$ cat src/rtl/ssd_pkg.sv
// Shared constants and types for the seven-segment scan controller.
// Segment polarity is active-low, ordered {g,f,e,d,c,b,a}.
package ssd_pkg;

  localparam logic [6:0] SEG_BLANK = 7'b1111111;

  typedef enum logic [1:0] {
    PH_IDLE,
    PH_BLANK,
    PH_DRIVE
  } phase_e;

  function automatic int cw(input int n);
    return (n < 2) ? 1 : $clog2(n);
  endfunction

endpackage

$ cat src/rtl/ssd.sv
// Hex nibble to active-low seven-segment pattern, {g,f,e,d,c,b,a}.
// Purely combinational; shared by every digit of the scan.
module ssd
  import ssd_pkg::*;
(
  input  logic [3:0] hex,
  output logic [6:0] seg_n
);

  always_comb begin
    seg_n = SEG_BLANK;
    unique case (hex)
      4'h0: seg_n = 7'b1000000;
      4'h1: seg_n = 7'b1111001;
      4'h2: seg_n = 7'b0100100;
      4'h3: seg_n = 7'b0110000;
      4'h4: seg_n = 7'b0011001;
      4'h5: seg_n = 7'b0010010;
      4'h6: seg_n = 7'b0000010;
      4'h7: seg_n = 7'b1111000;
      4'h8: seg_n = 7'b0000000;
      4'h9: seg_n = 7'b0010000;
      4'hA: seg_n = 7'b0001000;
      4'hB: seg_n = 7'b0000011;
      4'hC: seg_n = 7'b1000110;
      4'hD: seg_n = 7'b0100001;
      4'hE: seg_n = 7'b0000110;
      4'hF: seg_n = 7'b0001110;
    endcase
  end

endmodule

$ cat src/rtl/ssd_slot_timer.sv
// Slot counter and digit index for the scan; exports next-state phase
// and index so the outputs can be registered with no extra latency.
module ssd_slot_timer
  import ssd_pkg::*;
#(
  parameter int NUM_DIGITS = 4,
  parameter int DIV        = 1000,
  parameter int BLANK      = 4,
  parameter int IW         = cw(NUM_DIGITS)
) (
  input  logic          clk,
  input  logic          rst_n,
  input  logic          en,
  output phase_e        phase_nxt,
  output logic [IW-1:0] idx_nxt,
  output logic          slot_end,
  output logic          frame_end
);

  localparam int CW = cw(DIV);
  localparam logic [CW-1:0] CNT_MAX = CW'(DIV - 1);
  localparam logic [CW-1:0] CNT_BLK = CW'(BLANK);
  localparam logic [IW-1:0] IDX_MAX = IW'(NUM_DIGITS - 1);

  phase_e        state_q, state_d;
  logic [CW-1:0] cnt_q, cnt_d;
  logic [IW-1:0] idx_q, idx_d;

  always_ff @(posedge clk or negedge rst_n) begin
    if (!rst_n) begin
      state_q <= PH_IDLE;
      cnt_q   <= '0;
      idx_q   <= '0;
    end else begin
      state_q <= state_d;
      cnt_q   <= cnt_d;
      idx_q   <= idx_d;
    end
  end

  always_comb begin
    state_d   = PH_IDLE;
    cnt_d     = '0;
    idx_d     = '0;
    slot_end  = 1'b0;
    frame_end = 1'b0;
    if (en) begin
      // leaving IDLE restarts at digit 0, count 0
      if (state_q != PH_IDLE) begin
        slot_end  = (cnt_q == CNT_MAX);
        frame_end = slot_end && (idx_q == IDX_MAX);
        if (slot_end) begin
          idx_d = frame_end ? '0 : idx_q + 1'b1;
        end else begin
          cnt_d = cnt_q + 1'b1;
          idx_d = idx_q;
        end
      end
      state_d = (cnt_d < CNT_BLK) ? PH_BLANK : PH_DRIVE;
    end
    phase_nxt = state_d;
    idx_nxt   = idx_d;
  end

endmodule

$ cat src/rtl/ssd_scan_ctrl.sv
// Multiplexed common-anode display scanner with double-buffered
// digit values; shadow contents go live only at frame boundaries.
module ssd_scan_ctrl
  import ssd_pkg::*;
#(
  parameter int NUM_DIGITS = 4,
  parameter int DIV        = 1000,
  parameter int BLANK      = 4
) (
  input  logic                    clk,
  input  logic                    rst_n,
  input  logic                    en,
  input  logic                    load,
  input  logic [4*NUM_DIGITS-1:0] value,
  input  logic [NUM_DIGITS-1:0]   blank_mask,
  output logic                    load_ack,
  output logic [NUM_DIGITS-1:0]   dig_n,
  output logic [6:0]              seg_n,
  output logic                    frame_done
);

  localparam int IW = cw(NUM_DIGITS);
  localparam int VW = 4 * NUM_DIGITS;

  logic [VW-1:0]         shd_val_q, shd_val_d;
  logic [VW-1:0]         act_val_q, act_val_d;
  logic [NUM_DIGITS-1:0] shd_msk_q, shd_msk_d;
  logic [NUM_DIGITS-1:0] act_msk_q, act_msk_d;
  logic                  pending_q, pending_d;
  logic                  load_ack_q, load_ack_d;
  logic                  frame_done_q, frame_done_d;
  logic [NUM_DIGITS-1:0] dig_n_q, dig_n_d;
  logic [6:0]            seg_n_q, seg_n_d;

  phase_e        phase_nxt;
  logic [IW-1:0] idx_nxt;
  logic          slot_end;
  logic          frame_end;
  logic          copy;
  logic [3:0]    nib;
  logic          nib_off;
  logic [6:0]    dec_seg;

  ssd_slot_timer #(
    .NUM_DIGITS(NUM_DIGITS),
    .DIV       (DIV),
    .BLANK     (BLANK),
    .IW        (IW)
  ) u_timer (
    .clk      (clk),
    .rst_n    (rst_n),
    .en       (en),
    .phase_nxt(phase_nxt),
    .idx_nxt  (idx_nxt),
    .slot_end (slot_end),
    .frame_end(frame_end)
  );

  ssd u_dec (
    .hex  (nib),
    .seg_n(dec_seg)
  );

  always_comb begin
    shd_val_d    = shd_val_q;
    shd_msk_d    = shd_msk_q;
    act_val_d    = act_val_q;
    act_msk_d    = act_msk_q;
    pending_d    = pending_q;
    load_ack_d   = 1'b0;
    frame_done_d = frame_end;
    copy         = pending_q && (en ? frame_end : 1'b1);
    if (copy) begin
      act_val_d  = shd_val_q;
      act_msk_d  = shd_msk_q;
      pending_d  = 1'b0;
      load_ack_d = 1'b1;
    end
    // a load on the copy edge stays pending for the next boundary
    if (load) begin
      shd_val_d = value;
      shd_msk_d = blank_mask;
      pending_d = 1'b1;
    end
  end

  always_comb begin
    nib     = '0;
    nib_off = 1'b0;
    for (int i = 0; i < NUM_DIGITS; i++) begin
      if (IW'(i) == idx_nxt) begin
        nib     = act_val_d[4*i +: 4];
        nib_off = act_msk_d[i];
      end
    end
    dig_n_d = '1;
    seg_n_d = SEG_BLANK;
    if ((phase_nxt == PH_DRIVE) && !nib_off) begin
      dig_n_d = ~(NUM_DIGITS'(1) << idx_nxt);
      seg_n_d = dec_seg;
    end
  end

  always_ff @(posedge clk or negedge rst_n) begin
    if (!rst_n) begin
      shd_val_q    <= '0;
      shd_msk_q    <= '0;
      act_val_q    <= '0;
      act_msk_q    <= '0;
      pending_q    <= 1'b0;
      load_ack_q   <= 1'b0;
      frame_done_q <= 1'b0;
      dig_n_q      <= '1;
      seg_n_q      <= SEG_BLANK;
    end else begin
      shd_val_q    <= shd_val_d;
      shd_msk_q    <= shd_msk_d;
      act_val_q    <= act_val_d;
      act_msk_q    <= act_msk_d;
      pending_q    <= pending_d;
      load_ack_q   <= load_ack_d;
      frame_done_q <= frame_done_d;
      dig_n_q      <= dig_n_d;
      seg_n_q      <= seg_n_d;
    end
  end

  assign load_ack   = load_ack_q;
  assign frame_done = frame_done_q;
  assign dig_n      = dig_n_q;
  assign seg_n      = seg_n_q;

endmodule
$ cat config.mk
export PLATFORM = sky130hd
export DESIGN_NAME = ssd_scan_ctrl
export DESIGN_NICKNAME = d
export VERILOG_FILES = /design/src/rtl/ssd_pkg.sv /design/src/rtl/ssd.sv /design/src/rtl/ssd_slot_timer.sv /design/src/rtl/ssd_scan_ctrl.sv
export SDC_FILE = /design/constraint.sdc
export NUM_CORES = 1
export LEC_CHECK = 0
export CELL_PAD_IN_SITES_DETAIL_PLACEMENT = 0
export CELL_PAD_IN_SITES_GLOBAL_PLACEMENT = 1
export CORE_MARGIN = 4
export CORE_UTILIZATION = 49
export DETAILED_ROUTE_END_ITERATION = 8
export PLACE_DENSITY = 0.89
export SYNTH_ARGS = -nofsm -noshare
export SYNTH_HDL_FRONTEND = slang
export SYNTH_SLANG_ARGS = --single-unit
$ cat constraint.sdc
create_clock -name clk -period 5.5 [get_ports clk]
set_input_delay 1.375 -clock clk [delete_from_list [all_inputs] [get_ports clk]]
set_output_delay 1.375 -clock clk [all_outputs]
set_load 0.005 [all_outputs]
# Word-level counts from Yosys, hierarchy flattened

Memories as Yosys holds them, arrays and structs flattened.
Index checks and enable logic that the tools add are counted.

Register bits after elaboration: 68
Output and inout bits: 13
Memories: 1
Bits in read-only memories: 112

Muxes and demuxes: 28
Order comparisons: 1
Bitwise operators: 1
Equal/unequal tests: 6
Shift operators: 1
Reductions and logical operators: 7
Add/sub/neg operators: 2

Memory list:

| memory           | words | bits a word | rd ports | clocked after Yosys merged registers in | write ports | RTL line  | RTL |
|---|---|---|---|---|---|---|---|
| (name not given) | 16    | 7           | 1        | 0                                       | 0           | ssd.sv:12 | `unique case (hex)` |

Operators with widths:

| operator              | number |
|---|---|
| $mux 10               | 4 |
| $mux 4                | 6 |
| $mux 16               | 1 |
| $mux 2                | 6 |
| $add 10x1->10 const B | 1 |
| $eq 10x10->1 const B  | 1 |
| $lt 10x3->1 const B   | 1 |
| $mux 1                | 10 |
| $mux 7                | 1 |
| $eq 2x2->1 const A    | 2 |
| $eq 2x2->1 const B    | 2 |
| $not 4->4             | 1 |
| $reduce_bool 2->1     | 2 |
| $shl 1x2->4 const A   | 1 |
| $logic_and 1x1->1     | 3 |
| $add 2x1->2 const B   | 1 |
| $eq 1x2->1 const A    | 1 |
| $logic_not 2->1       | 1 |
| $logic_not 1->1       | 1 |

# Logic depth before layout (Yosys ltp)

Gate-level depths: netlist (run 1).

Depth in word-level cells: 14
Depth in mapped cells: 15
Gate-level depth less buffers: 13

# Modules after synthesis

A second synthesis (run 1) with hierarchy kept.

Cell total of the unflattened synthesis: 251
Area, all modules: 3276.9 µm²

By module, submodules not included:

| module         | sequential area each (µm²) | cells each | times used | area each (µm²) |
|---|---|---|---|---|
| ssd_scan_ctrl  | 1365.1                     | 137        | 1          | 2209.6 |
| ssd_slot_timer | 350.3                      | 82         | 1          | 792.0 |
| ssd            | 0.0                        | 32         | 1          | 275.3 |

# Worst setup path before layout (run 1)

No wires, ideal clock.

Path kind: input -> register
Start point: input port en
End point: register seg_n_q[5], in the netlist seg_n[5]
Buffers on the path: 1
Cell stages on the path: 12
Setup time: 90 ps
Slack: 2126 ps
Data arrival time: 3285 ps
Cell sequence: o21a_1 -> nand2_1 -> mux2_2 -> inv_2 -> buf_2 -> mux2i_1 -> mux2_2 -> inv_2 -> ha_1 -> mux2_1 -> nand2_1 -> o211ai_1

Elaborated cells on any way between the ends: 24
Classes of those cells: eq/ne (4); mux (15); reduce/logical (4); memory (1)

RTL lines:

| what                                                 | RTL line             | RTL |
|---|---|---|
| start: declaration                                   | ssd_scan_ctrl.sv:12  | `input logic en,` |
| $mux 2 (*)                                           | ssd_slot_timer.sv:47 | `if (en) begin` |
| named net idx_nxt[1]                                 | ssd_scan_ctrl.sv:36  | `logic [IW-1:0] idx_nxt;` |
| branches (longest 7 deep; another with $mem_v2 16x7) | --                   |  |
| $mux 7 (*)                                           | ssd_scan_ctrl.sv:98  | `if ((phase_nxt == PH_DRIVE) && !nib_off) begin` |
| named net seg_n_d[5]                                 | ssd_scan_ctrl.sv:33  | `logic [6:0] seg_n_q, seg_n_d;` |
| end signal: assignment                               | ssd_scan_ctrl.sv:124 | `seg_n_q <= seg_n_d;` |
| end: declaration                                     | ssd_scan_ctrl.sv:33  |  |

Mark *: on every way through the listed nets, which the timed path passes.
A chain may end at the register's enable or synchronous reset.

# Worst setup path in the final report (run 1)

Start point: input port en
End point: register seg_n_q[5], in the netlist seg_n[5]

Longest elaborated chain between the ends: 11
Elaborated cells on any way between the ends: 24
Classes of those cells: eq/ne (4); mux (15); reduce/logical (4); memory (1)

RTL lines:

| what                                                  | RTL line |
|---|---|
| branches (longest 10 deep; another with $mem_v2 16x7) | -- |
| $mux 7 (*)                                            | ssd_scan_ctrl.sv:98 |
| named net seg_n_d[5]                                  | ssd_scan_ctrl.sv:33 |

Marked as above.

==> summary.md, run 1 <==
| Metric | Value |
|---|---|
| Final-report hold violation count | 0 |
| TritonCTS Buffers | 9 |
| F_max | 0.2532 GHz |
| Drt wl/cell | 16.42 um |
| Post-CTS Setup Repair Bufs | 0 |
| Reg clk slew, reported paths | 70 ps |
| Non-filler instance count after layout | 396 |
| Drt via density | 5.692 |
| Ant diodes | 0 |
| Chip width | 89.95 um |
| Minimum clock period | 3950 ps |
| Slowest CP cell | clkdlybuf4s50_1 |
| First-pass GRT wire length | 11500 um |
| Worst vdd ir | 0.0002037 V |
| TritonRoute pass-1 iters | 4 |
| Post-Syn Area per Cell | 11.97 um2 |
| RSZ-0062 raised after global routing | false |
| Worst-margin pin slew | 946.0 ps |
| Post-layout nets | 346 |
| Count of max-cap constraint violations | 0 |
| Launch point of the worst reg-to-reg path | u_timer.cnt_q[0] |
| Setup crit start kind | input port |
| Vias in the first global route | 2361 |
| Hold wc startpoint | act_msk_q[3] |
| Final setup viols | 0 |
| EDFF count, synth | 0 |
| Sequential fraction of the synthesis area | 0.5213 |
| Hold-fix buffers, CTS | 0 |
| Critical Path Fanout Max | 11 |
| Final Cycle Share | 0.7182 |
| Post-Syn Instances | 275 |
| Outcome | complete, no violations |
| Clock sink total | 68 |
| Synth top area share | 0.4335 |
| CTS tree | built |
| CP Capture Type | flip-flop |
| R2R cell count | 12 |
| Die ar. | 8091 um2 |
| Reg-to-reg slack, setup | 1840 ps |
| Clock Skew | 7.509 ps |
| Synth unique cells | 53 |
| Routed vias | 2254 |
| Pins Over Slew Limit | 0 |
| Pwr dens | 292.9 nW/um2 |
| Drt total wl | 6501 um |
| HP Class | flip-flop to flip-flop |
| Hold Path Sink | act_msk_q[3] |
| P_leak | 1.638 nW |
| Starting Density | 0.5124 |
| YS warnings | 0 |
| I/O Pins | 37 |
| H-tree levels | 3 |
| Final TNS setup | 0 ps |
| Biggest area consumer among synthesized cells | dfrtp_1 |
| Critical path's top delay family | multiplexers |
| CP Class | input port to flip-flop |
| Root buffer cell | clkbuf_8 |
| Cts repair resizes | 0 |
| Hold Crit Depth | 1 |
| Area contributors post-synth | dfrtp_1 (43%), mux2_2 (9.6%), dfstp_2 (8.8%) |
| Global Route Usage Sum | 0.1761 |
| Critical Path Max Stage Delay | 660 ps |
| Share of cells above drive strength 1 | 0.2539 |
| Yosys reg bits | 68 |
| Row cnt | 29 |
| Worst path bufs/invs | 3 |
| Reg2reg end | seg_n[5] |
| Core area | 6422 um2 |
| Design area | 3887 um2 |
| Die Y | 89.95 um |
| Syn Std Cell Area | 3291 um2 |
| Required @ worst endpoint | 5760 ps |
| Syn nets | 307 |
| Placed cell area | 3696 um2 |
| Area Growth Syn to Fin | 18.14% |
| Clock Tree Buf Depth | 2 |
| CP cell instances | clkdlybuf4s50_1 > o21a_1 > nand2_1 > mux2_2 > inv_2 > mux2i_1 > mux2_2 > inv_2 > ha_1 > mux2_1 > nand2_1 > o211ai_1 |
| Placed Cells | 380 |
| Dominant synthesized flop cell | dfrtp_1 |
| Initial detailed-routing violation count | 112 |
| Relative slew margins | 0.3674 |
| Grt ovf | 0 |
| Largest net degree at the start of global routing | 42 |
| # DRC | 0 |
| Asr flop ratio synth | 1.000 |
| Placer Congestion | 0.8821 |
| Most common cell in the netlist | dfrtp_1 |
| PortBufs | 36 |
| Critical Path AT | 4210 ps |
| Detailed-placement wirelength estimate | 4755 um |
| Number of routed nets with antenna violations | 0 |
| Synth cell count leaders | dfrtp_1 (57), mux2_2 (28), nor2_1 (18) |
| Initial antenna violation count | 0 |
| Worst skew pair latency | 340 ps |
==> flip-flops by register name, summed over array words and instances, names as in the netlist, 2 cells and up <==
register / count
seg_n: 7
act_msk_q: 4
u_timer.state_q: 2
u_timer.cnt_q: 10
shd_msk_q: 4
shd_val_q: 16
dig_n: 4
act_val_q: 16
u_timer.idx_q: 2
==> worst reg2reg max path, delay by kind of cell, from the launching register on <==
family,cells,cell delay [ps]
multiplexers,4,1170
AND/OR/NAND/NOR,3,600
buffers and inverters,1,100
flip-flops,1,390
AO/OA/AOI/OAI,2,720
adder cells (fa/ha/maj),2,590
==> per-layer routing <==
layer | global-route usage | vias up | wire, um
met5 | 0 | - | 0
met4 | 0.07398 | 0 | 112
met3 | 0.04925 | 13 | 330
met2 | 0.2644 | 57 | 3025
met1 | 0.2412 | 1118 | 3033
li1 | - | 1066 | -
==> worst max path at each step <==
| stage | depth (start not counted) | endpoint | startpoint |
|---|---|---|---|
| 3_3_place_gp | 11 | seg_n[5] | en |
| 5_1_grt | 11 | seg_n[5] | en |
| 6_report | 12 | seg_n[5] | en |
| 2_1_floorplan | 12 | seg_n[5] | en |
| 4_1_cts | 12 | seg_n[5] | en |
| 3_5_place_dp | 11 | seg_n[5] | en |
==> cell usage in the layout, fill, tap and decap left out, types with 7 or more instances in the layout <==
| master | n |
|---|---|
| dfstp_2 | 11 |
| clkbuf_8 | 9 |
| dfrtp_1 | 57 |
| inv_1 | 9 |
| nand4_1 | 8 |
| mux2_2 | 28 |
| clkdlybuf4s50_1 | 35 |
| mux2i_1 | 7 |
| ha_1 | 8 |
| nand3_1 | 17 |
| o21ai_0 | 7 |
| nand2_1 | 17 |
| nor2_1 | 18 |
==> power by group <==
group | leakage, nW | total, mW | internal, mW | switching (mW)
Sequential | 0.818 | 0.565 | 0.544 | 0.0202
Combinational | 0.729 | 0.177 | 0.0855 | 0.0911
Clock | 0.0910 | 0.398 | 0.206 | 0.191
==> cell type report <==
cell class | count | area (um2)
Multi-Input combinational cell | 184 | 1469
Clock inverter | 7 | 67.56
Inverter | 14 | 52.55
Fill cell | 514 | 2535
Tap cell | 77 | 96.34
Timing Repair Buffer | 37 | 362.8
Clock buffer | 9 | 123.9
Sequential cell | 68 | 1715
==> stage by stage <==
step | util | power (mW) | setup slack, ps | hold WS (ps)
floorplan | - | 0.6900 | 2126 | 453.1
finish | 0.6053 | 1.139 | 1550 | 487.2
CTS | 0.6053 | 1.152 | 1605 | 490.2
detailed placement | 0.5755 | 0.7497 | 1242 | 475.9
global route | 0.6053 | 1.203 | 1366 | 515.1
global placement | 0.5755 | 0.7442 | 1292 | 471.5
==> cells by family after synthesis <==
family / share of synthesized area
adder cells (fa/ha/maj): 0.03042
XOR/XNOR: 0.01331
multiplexers: 0.1719
flip-flops: 0.5213
AND/OR/NAND/NOR: 0.1418
AO/OA/AOI/OAI: 0.08898
buffers and inverters: 0.03232
Power figures use the tool's default switching activity.
==> run 2: changes to the inputs <==
--- a/config.mk
+++ b/config.mk
@@ -8,9 +8,9 @@
 export CELL_PAD_IN_SITES_DETAIL_PLACEMENT = 0
 export CELL_PAD_IN_SITES_GLOBAL_PLACEMENT = 1
 export CORE_MARGIN = 4
-export CORE_UTILIZATION = 49
+export CORE_UTILIZATION = 45
 export DETAILED_ROUTE_END_ITERATION = 8
-export PLACE_DENSITY = 0.89
+export PLACE_DENSITY = 0.83
 export SYNTH_ARGS = -nofsm -noshare
 export SYNTH_HDL_FRONTEND = slang
 export SYNTH_SLANG_ARGS = --single-unit
==> constraint.sdc (replaced) <==
create_clock -name clk -period 3.75 [get_ports clk]
set_input_delay 0.9375 -clock clk [delete_from_list [all_inputs] [get_ports clk]]
set_output_delay 0.9375 -clock clk [all_outputs]
set_load 0.005 [all_outputs]
==> run 2 against run 1 <==
  * Worst hold slack better by 1.5 ps
  * Clock power up 45%
  * Power up 46%
  * Flip-flop and latch count unchanged
  * Wire length down 0.69%
  * Combinational power up 46%
==> summary.md, run 2 (synthesized netlist as in run 1, its figures left out) <==
| Metric | Value |
|---|---|
| Outcome | complete, no violations (unchanged) |
| Count of max-cap constraint violations | 0 (unchanged) |
| Final setup viols | 0 (unchanged) |
| Cts repair resizes | 0 (unchanged) |
| Clock sink total | 68 (unchanged) |
| Top flop regs | act_val_q (16), shd_val_q (16), u_timer.cnt_q (10) (unchanged) |
| TritonCTS Buffers | 9 (unchanged) |
| I/O Pins | 37 (unchanged) |
| H-tree levels | 3 (unchanged) |
| Reg2reg end | seg_n[5] (unchanged) |
| HP Class | flip-flop to flip-flop (unchanged) |
| PortBufs | 36 (unchanged) |
| Largest net degree at the start of global routing | 48 (was 42) |
| Clock Skew | 5.968 ps (was 7.509 ps) |
| Sw frac | 0.2599 (was 0.2656) |
| Final Cycle Share | 0.9027 |
| Minimum clock period | 3385 ps |
| Clock Tree Buf Depth | 2 (unchanged) |
| Initial antenna violation count | 0 (unchanged) |
| Row cnt | 30 (was 29) |
| CP Capture Type | flip-flop (unchanged) |
| CTS tree | built (unchanged) |
| First-pass GRT wire length | 11250 um (was 11500 um) |
| Required @ worst endpoint | 4000 ps (was 5760 ps) |
| Share of cells above drive strength 1 | 0.2638 (was 0.2539) |
| Most frequent cells in the layout | dfrtp_1 (57), clkdlybuf4s50_1 (35), mux2_2 (28), nor2_1 (18) (unchanged) |
| Detailed-placement wirelength estimate | 4661 um (was 4755 um) |
| Hold Crit Depth | 1 (unchanged) |
| Area Growth Syn to Fin | 20.23% (was 18.14%) |
| Most common cell after layout, fill and taps aside | dfrtp_1 (unchanged) |
| Combinational power share | 0.155 (about the same) |
| Chip width | 93.52 um (was 89.95 um) |
| Root buffer cell | clkbuf_8 (unchanged) |
| Placed cell area | 3772 um2 (was 3696 um2) |
| Sequential power share | 0.498 (was 0.496) |
| Hold-fix buffers, CTS | 0 (unchanged) |
| Pins Over Slew Limit | 0 (unchanged) |
| Final TNS setup | 0 ps (unchanged) |
| CP Class | flip-flop to flip-flop (was input port to flip-flop) |
| P_leak | 1.673 nW (was 1.638 nW) |
| Die ar. | 8745 um2 (was 8091 um2) |
| Initial detailed-routing violation count | 68 (was 112) |
| Critical Path AT | 3640 ps (was 4210 ps) |
| Setup crit start kind | flip-flop (was input port) |
| Hold Path Sink | u_timer.cnt_q[0] (was act_msk_q[3]) |
| Vias in the first global route | 2329 (was 2361) |
| Starting Density | 0.4739 (was 0.5124) |
| Grt ovf | 0 (unchanged) |
| RSZ-0062 raised after global routing | false (unchanged) |
| Die Y | 93.52 um (was 89.95 um) |
| Drt wl/cell | 15.30 um (was 16.42 um) |
| Placer Congestion | 0.8153 (was 0.8821) |
| Ant diodes | 0 (unchanged) |
| Worst-margin pin slew | 1029 ps (was 946.0 ps) |
| Pwr dens | 420.1 nW/um2 (was 292.9 nW/um2) |
| Worst vdd ir | 0.0002579 V (was 0.0002037 V) |
| Critical Path Fanout Max | 11 (unchanged) |
| Drt total wl | 6456 um (was 6501 um) |
| Number of routed nets with antenna violations | 0 (unchanged) |
| Launch point of the worst reg-to-reg path | u_timer.cnt_q[3] (was u_timer.cnt_q[0]) |
| Drt via density | 5.355 (was 5.692) |
| Worst skew pair latency | 340 ps (about the same) |
| Reg clk slew, reported paths | 70 ps (about the same) |
| TritonRoute pass-1 iters | 4 (unchanged) |
| Hold wc startpoint | u_timer.cnt_q[0] (was act_msk_q[3]) |
| Core area | 6944 um2 (was 6422 um2) |
| Pre-CTS setup slack | 48.69 ps (was 1242 ps) |
| Clock power frac | 0.347 (was 0.349) |
| Post-CTS Setup Repair Bufs | 0 (unchanged) |
| Routed vias | 2260 (was 2254) |
| Post-layout nets | 353 (was 346) |
| F_max | 0.2954 GHz |
| Global Route Usage Sum | 0.1665 (was 0.1761) |
| Internal Power | 1.230 mW (was 0.8363 mW) |
| Design area | 3956 um2 (was 3887 um2) |
| # DRC | 0 (unchanged) |
| Sw power | 0.4320 mW (was 0.3025 mW) |
| R2R cell count | 11 (was 12) |
| Relative slew margins | 0.3137 (was 0.3674) |
| Reg-to-reg slack, setup | 360 ps (was 1840 ps) |
| Hold_ws | 488.7 ps (was 487.2 ps) |
| Final-report hold violation count | 0 (unchanged) |
| Setup ws final | 364.8 ps (was 1550 ps) |
| Core Util, Final | 0.5697 (was 0.6053) |
run 2: changes by cell type in the layout (fill, tap and decap cells not counted), sizes merged:
cell,change
clkbuf,+2
clkinvlp,-2
buf,+7
run 2: routing by layer:
| metal | part of all wire | vias to the layer above | global-route usage | wire (um) |
|---|---|---|---|---|
| met5 | 0 | - | 0 | 0 |
| met4 | 0.014 | 0 | 0.07570 | 93 |
| met3 | 0.042 | 7 | 0.03781 | 268 |
| met2 | 0.48 | 47 | 0.2591 | 3111 |
| met1 | 0.46 | 1120 | 0.2208 | 2982 |
| li1 | - | 1086 | - | - |
run 2: how the worst max path moves through the flow:
stage                     start       end  slack [ps]  cells past startpoint
4_1_cts        u_timer.cnt_q[3]  seg_n[5]         340                     11
6_report       u_timer.cnt_q[3]  seg_n[5]         360                     11
5_1_grt        u_timer.cnt_q[3]  seg_n[5]         170                     11
3_3_place_gp                 en  seg_n[5]         110                     11
2_1_floorplan  u_timer.cnt_q[0]  seg_n[5]         510                     14
3_5_place_dp                 en  seg_n[5]          50                     11
run 2: critical path, cell delays in order, from the launching register on:
cell and delay [ps]:
dfrtp_1 480, nand4bb_4 340, o41ai_4 570, nand2_4 220
mux2_4 350, mux2_2 290, mux2i_4 230, inv_2 90
ha_1 250, mux2_1 290, nand2_1 70, o211ai_1 100
run 2: final cells by class:
type | count | area (um2)
inverters | 14 | 52.55
clock inverters | 5 | 52.55
flip-flops and latches | 68 | 1715
multi-input cells | 184 | 1469
fillers | 600 | 2988
repair buffers | 44 | 415.4
well taps | 96 | 120.1
clock buffers | 11 | 131.4
run 2: metrics by stage:
step           cells  power [mW]
6_report         422       1.662
5_1_grt          422       1.749
4_1_cts          422       1.683
3_5_place_dp     406       1.100
3_3_place_gp     406       1.092
2_1_floorplan    275       1.012
run 2: power groups by stage:
stage / Combinational [mW] / Clock (mW) / Sequential (mW)
finish: 0.258 / 0.576 / 0.828
global route: 0.291 / 0.624 / 0.835
global placement: 0.253 / 0 / 0.839
detailed placement: 0.259 / 0 / 0.841
floorplan: 0.185 / 0 / 0.827
CTS: 0.262 / 0.592 / 0.829
==> run 3: changes to the inputs <==
--- a/config.mk
+++ b/config.mk
@@ -8,9 +8,11 @@
 export CELL_PAD_IN_SITES_DETAIL_PLACEMENT = 0
 export CELL_PAD_IN_SITES_GLOBAL_PLACEMENT = 1
 export CORE_MARGIN = 4
-export CORE_UTILIZATION = 45
+export CORE_UTILIZATION = 46
 export DETAILED_ROUTE_END_ITERATION = 8
-export PLACE_DENSITY = 0.83
+export PLACE_DENSITY = 0.89
+export SLEW_MARGIN = 25
 export SYNTH_ARGS = -nofsm -noshare
 export SYNTH_HDL_FRONTEND = slang
+export SYNTH_HIERARCHICAL = 1
 export SYNTH_SLANG_ARGS = --single-unit
==> run 3 against run 2 <==
  * Clock-buffer cell count fell by 2
  * Highest routed layer unchanged
  * Combinational power increased by 28%
  * Clock skew increased by 2.1 ps
  * Cell count decreased by 0.24%
  * Die area decreased by 2.4%
  * Cell area up 4.7%
  * Register-to-register slack lost 170 ps
  * Worst hold slack better by 6.2 ps
  * Sequential power up 0.5%
  * Synthesized cell count shrank 8.7%
  * Via count decreased by 8.2%
  * Power increased by 5.1%
==> summary.md, run 3 <==
| Metric | Value |
|---|---|
| Outcome | complete, no violations (unchanged) |
| Post-Syn Instances | 251 (was 275) |
| Hold_ws | 494.9 ps (was 488.7 ps) |
| CP Class | input port to flip-flop (was flip-flop to flip-flop) |
| Yosys reg bits | 68 (unchanged) |
| Routed vias | 2074 (was 2260) |
| Share of cells above drive strength 1 | 0.3938 (was 0.2638) |
| Post-layout nets | 353 (unchanged) |
| Clock sink total | 68 (unchanged) |
| Slowest CP cell | clkdlybuf4s50_1 (was o41ai_4) |
| Tot Pwr | 1.747 mW (was 1.662 mW) |
| Synth unique cells | 50 (was 53) |
| Synth cell count leaders | dfrtp_1 (57), mux2_2 (27), nor2_1 (27) (was dfrtp_1 (57), mux2_2 (28), nor2_1 (18)) |
| RSZ-0062 raised after global routing | false (unchanged) |
| Final Cycle Share | 0.9545 (was 0.9027) |
| Met2 Use GR | 0.2405 (was 0.2591) |
| Minimum clock period | 3579 ps (was 3385 ps) |
| Final-report hold violation count | 0 (unchanged) |
| Drt wl/cell | 13.66 um (was 15.30 um) |
| TritonCTS Buffers | 9 (unchanged) |
| Sequential fraction of the synthesis area | 0.5235 (was 0.5213) |
| GRT met1 Usage | 0.1982 (was 0.2208) |
| Detailed-placement wirelength estimate | 4183 um (was 4661 um) |
| H-tree levels | 3 (unchanged) |
| Syn Std Cell Area | 3277 um2 (was 3291 um2) |
| Final setup viols | 0 (unchanged) |
| # DRC | 0 (unchanged) |
| Global routing's busiest layer | met2 (unchanged) |
| Clock Tree Buf Depth | 2 (unchanged) |
| Top flop regs | act_val_q (16), shd_val_q (16), u_timer/cnt_q (10) (was act_val_q (16), shd_val_q (16), u_timer.cnt_q (10)) |
| Critical Path Max Stage Delay | 500 ps (was 570 ps) |
| Dominant synthesized flop cell | dfrtp_1 (unchanged) |
| Most common cell after layout, fill and taps aside | dfrtp_1 (unchanged) |
| Vias in the first global route | 2148 (was 2329) |
| Asr flop ratio synth | 1.000 (unchanged) |
| Required @ worst endpoint | 4030 ps (was 4000 ps) |
| Worst vdd ir | 0.0002738 V (was 0.0002579 V) |
| CP Capture Point | seg_n[3] (was seg_n[5]) |
| Drt via density | 4.926 (was 5.355) |
| Number of routed nets with antenna violations | 0 (unchanged) |
| Pwr dens | 421.6 nW/um2 (was 420.1 nW/um2) |
| Pins Over Slew Limit | 0 (unchanged) |
| Critical path launch point | en (was u_timer.cnt_q[3]) |
| Most common cell in the netlist | dfrtp_1 (unchanged) |
| Initial detailed-routing violation count | 56 (was 68) |
| CTS tree | built (unchanged) |
| CP Capture Type | flip-flop (unchanged) |
| P_leak | 1.825 nW (was 1.673 nW) |
| Hold Crit Depth | 1 (unchanged) |
| GR Util met3 | 0.05118 (was 0.03781) |
| Initial antenna violation count | 0 (unchanged) |
| EDFF count, synth | 0 (unchanged) |
| F_max | 0.2794 GHz (was 0.2954 GHz) |
| Post-Syn Area per Cell | 13.06 um2 (was 11.97 um2) |
| I/O Pins | 37 (unchanged) |
| First-pass GRT wire length | 10180 um (was 11250 um) |
| Area Growth Syn to Fin | 26.46% (was 20.23%) |
| Worst skew pair latency | 340 ps (about the same) |
| Final TNS setup | 0 ps (unchanged) |
| Die ar. | 8538 um2 (was 8745 um2) |
| Core area | 6869 um2 (was 6944 um2) |
| PortBufs | 36 (unchanged) |
| Relative slew margins | 0.3620 (was 0.3137) |
| Grt ovf | 0 (unchanged) |
| Worst-margin pin slew | 954.0 ps (was 1029 ps) |
| Count of max-cap constraint violations | 0 (unchanged) |
| Die Y | 92.40 um (was 93.52 um) |
| Setup crit start kind | input port (was flip-flop) |
| Starting Density | 0.4770 (was 0.4739) |
| Biggest area consumer among synthesized cells | dfrtp_1 (unchanged) |
| HP Class | flip-flop to flip-flop (unchanged) |
| Area contributors post-synth | dfrtp_1 (44%), mux2_2 (9.3%), dfstp_2 (8.8%) (was dfrtp_1 (43%), mux2_2 (9.6%), dfstp_2 (8.8%)) |
| YS warnings | 6 (was 0) |
| Clock Skew | 8.113 ps (was 5.968 ps) |
| Reg2reg end | seg_n[3] (was seg_n[5]) |
| Largest net degree at the start of global routing | 69 (was 48) |
| Drt total wl | 5752 um (was 6456 um) |
| Most frequent cells in the layout | dfrtp_1 (56), clkdlybuf4s50_1 (35), buf_4 (33), mux2_2 (27), nor2_1 (27) (was dfrtp_1 (57), clkdlybuf4s50_1 (35), mux2_2 (28), nor2_1 (18)) |
| Chip width | 92.40 um (was 93.52 um) |
| Syn nets | 284 (was 307) |
| Row cnt | 30 (unchanged) |
| Placer Congestion | 0.8045 (was 0.8153) |
| TritonRoute pass-1 iters | 4 (unchanged) |
| Launch point of the worst reg-to-reg path | u_timer/cnt_q[0] (was u_timer.cnt_q[3]) |
| Reg-to-reg slack, setup | 190 ps (was 360 ps) |
| Reg clk slew, reported paths | 80 ps (was 70 ps) |
| Critical Path AT | 3860 ps (was 3640 ps) |
| Root buffer cell | clkbuf_8 (unchanged) |
| CP cell instances | clkdlybuf4s50_1 > o21ai_2 > nor2_4 > and2_4 > nand2b_4 > nand2_8 > mux2_4 > mux4_2 > buf_4 > ha_1 > mux4_1 > nor2_1 > nand2_1 (was nand4bb_4 > o41ai_4 > nand2_4 > mux2_4 > mux2_2 > mux2i_4 > inv_2 > ha_1 > mux2_1 > nand2_1 > o211ai_1) |
| Placed Cells | 402 (was 406) |
| Ant diodes | 0 (unchanged) |
| Global Route Usage Sum | 0.1523 (was 0.1665) |
| Non-filler instance count after layout | 421 (was 422) |
| Critical Path Fanout Max | 10 (was 11) |
| Synth top area share | 0.4353 (was 0.4335) |
| R2R cell count | 14 (was 11) |
run 3: report_power, final:
group,internal (mW),switching (mW),total [mW]
clock,0.304,0.280,0.584
combinational,0.195,0.135,0.330
sequential,0.801,0.0318,0.832
run 3: worst max-delay path, delay by kind of cell:
kind,cells,cell delay [ps]
AO/OA/AOI/OAI,1,100
multiplexers,3,1290
AND/OR/NAND/NOR,6,640
adder cells (fa/ha/maj),1,220
buffers and inverters,2,670
run 3: final cells by class:
cell class | count | area (um2)
Fill cell | 558 | 2725
Sequential cell | 68 | 1717
Multi-Input combinational cell | 162 | 1475
Timing Repair Buffer | 69 | 603.1
Clock buffer | 9 | 123.9
Tap cell | 96 | 120.1
Clock inverter | 7 | 67.56
Inverter | 10 | 37.54
run 3: routing by layer:
layer  vias up  wire (um)
li1       1012          -
met1      1017       2687
met2        38       2700
met3         7        282
met4         0         81
met5         -          0
run 3: how the worst min path moves through the flow:
stage	end	slack, ps	from
floorplan	act_val_q[15]	460	act_val_q[15]
global placement	act_val_q[6]	480	act_val_q[6]
detailed placement	act_val_q[1]	480	act_val_q[1]
CTS	act_val_q[7]	500	act_val_q[7]
global route	act_val_q[7]	500	act_val_q[7]
finish	act_val_q[7]	490	act_val_q[7]
run 3: what timing repair did:
item	4_1_cts	5_1_grt
resized for setup	0	7
setup endpoints to repair	0	7
hold buffers	0	0
buffers inserted	0	3
hold endpoints to repair	0	0
run 3: logic make-up (layout without fill, tap and decap cells):
group | after synthesis | after routing | synth area share
flip-flops | 68 | 68 | 0.5235
AND/OR/NAND/NOR | 67 | 67 | 0.1065
multiplexers | 56 | 56 | 0.2283
buffers and inverters | 21 | 95 | 0.03551
AO/OA/AOI/OAI | 20 | 20 | 0.04506
XOR/XNOR | 10 | 10 | 0.02673
adder cells (fa/ha/maj) | 9 | 9 | 0.03436
run 3: metrics by stage:
stage,utilization,instance area [um2],worst slack [ps]
6_report,0.6033,4144,170.6
4_1_cts,0.5973,4103,17.09
5_1_grt,0.6033,4144,13.16
3_5_place_dp,0.5694,3911,-349.6
3_3_place_gp,0.5694,3911,-302.3
2_1_floorplan,-,3289,22.79
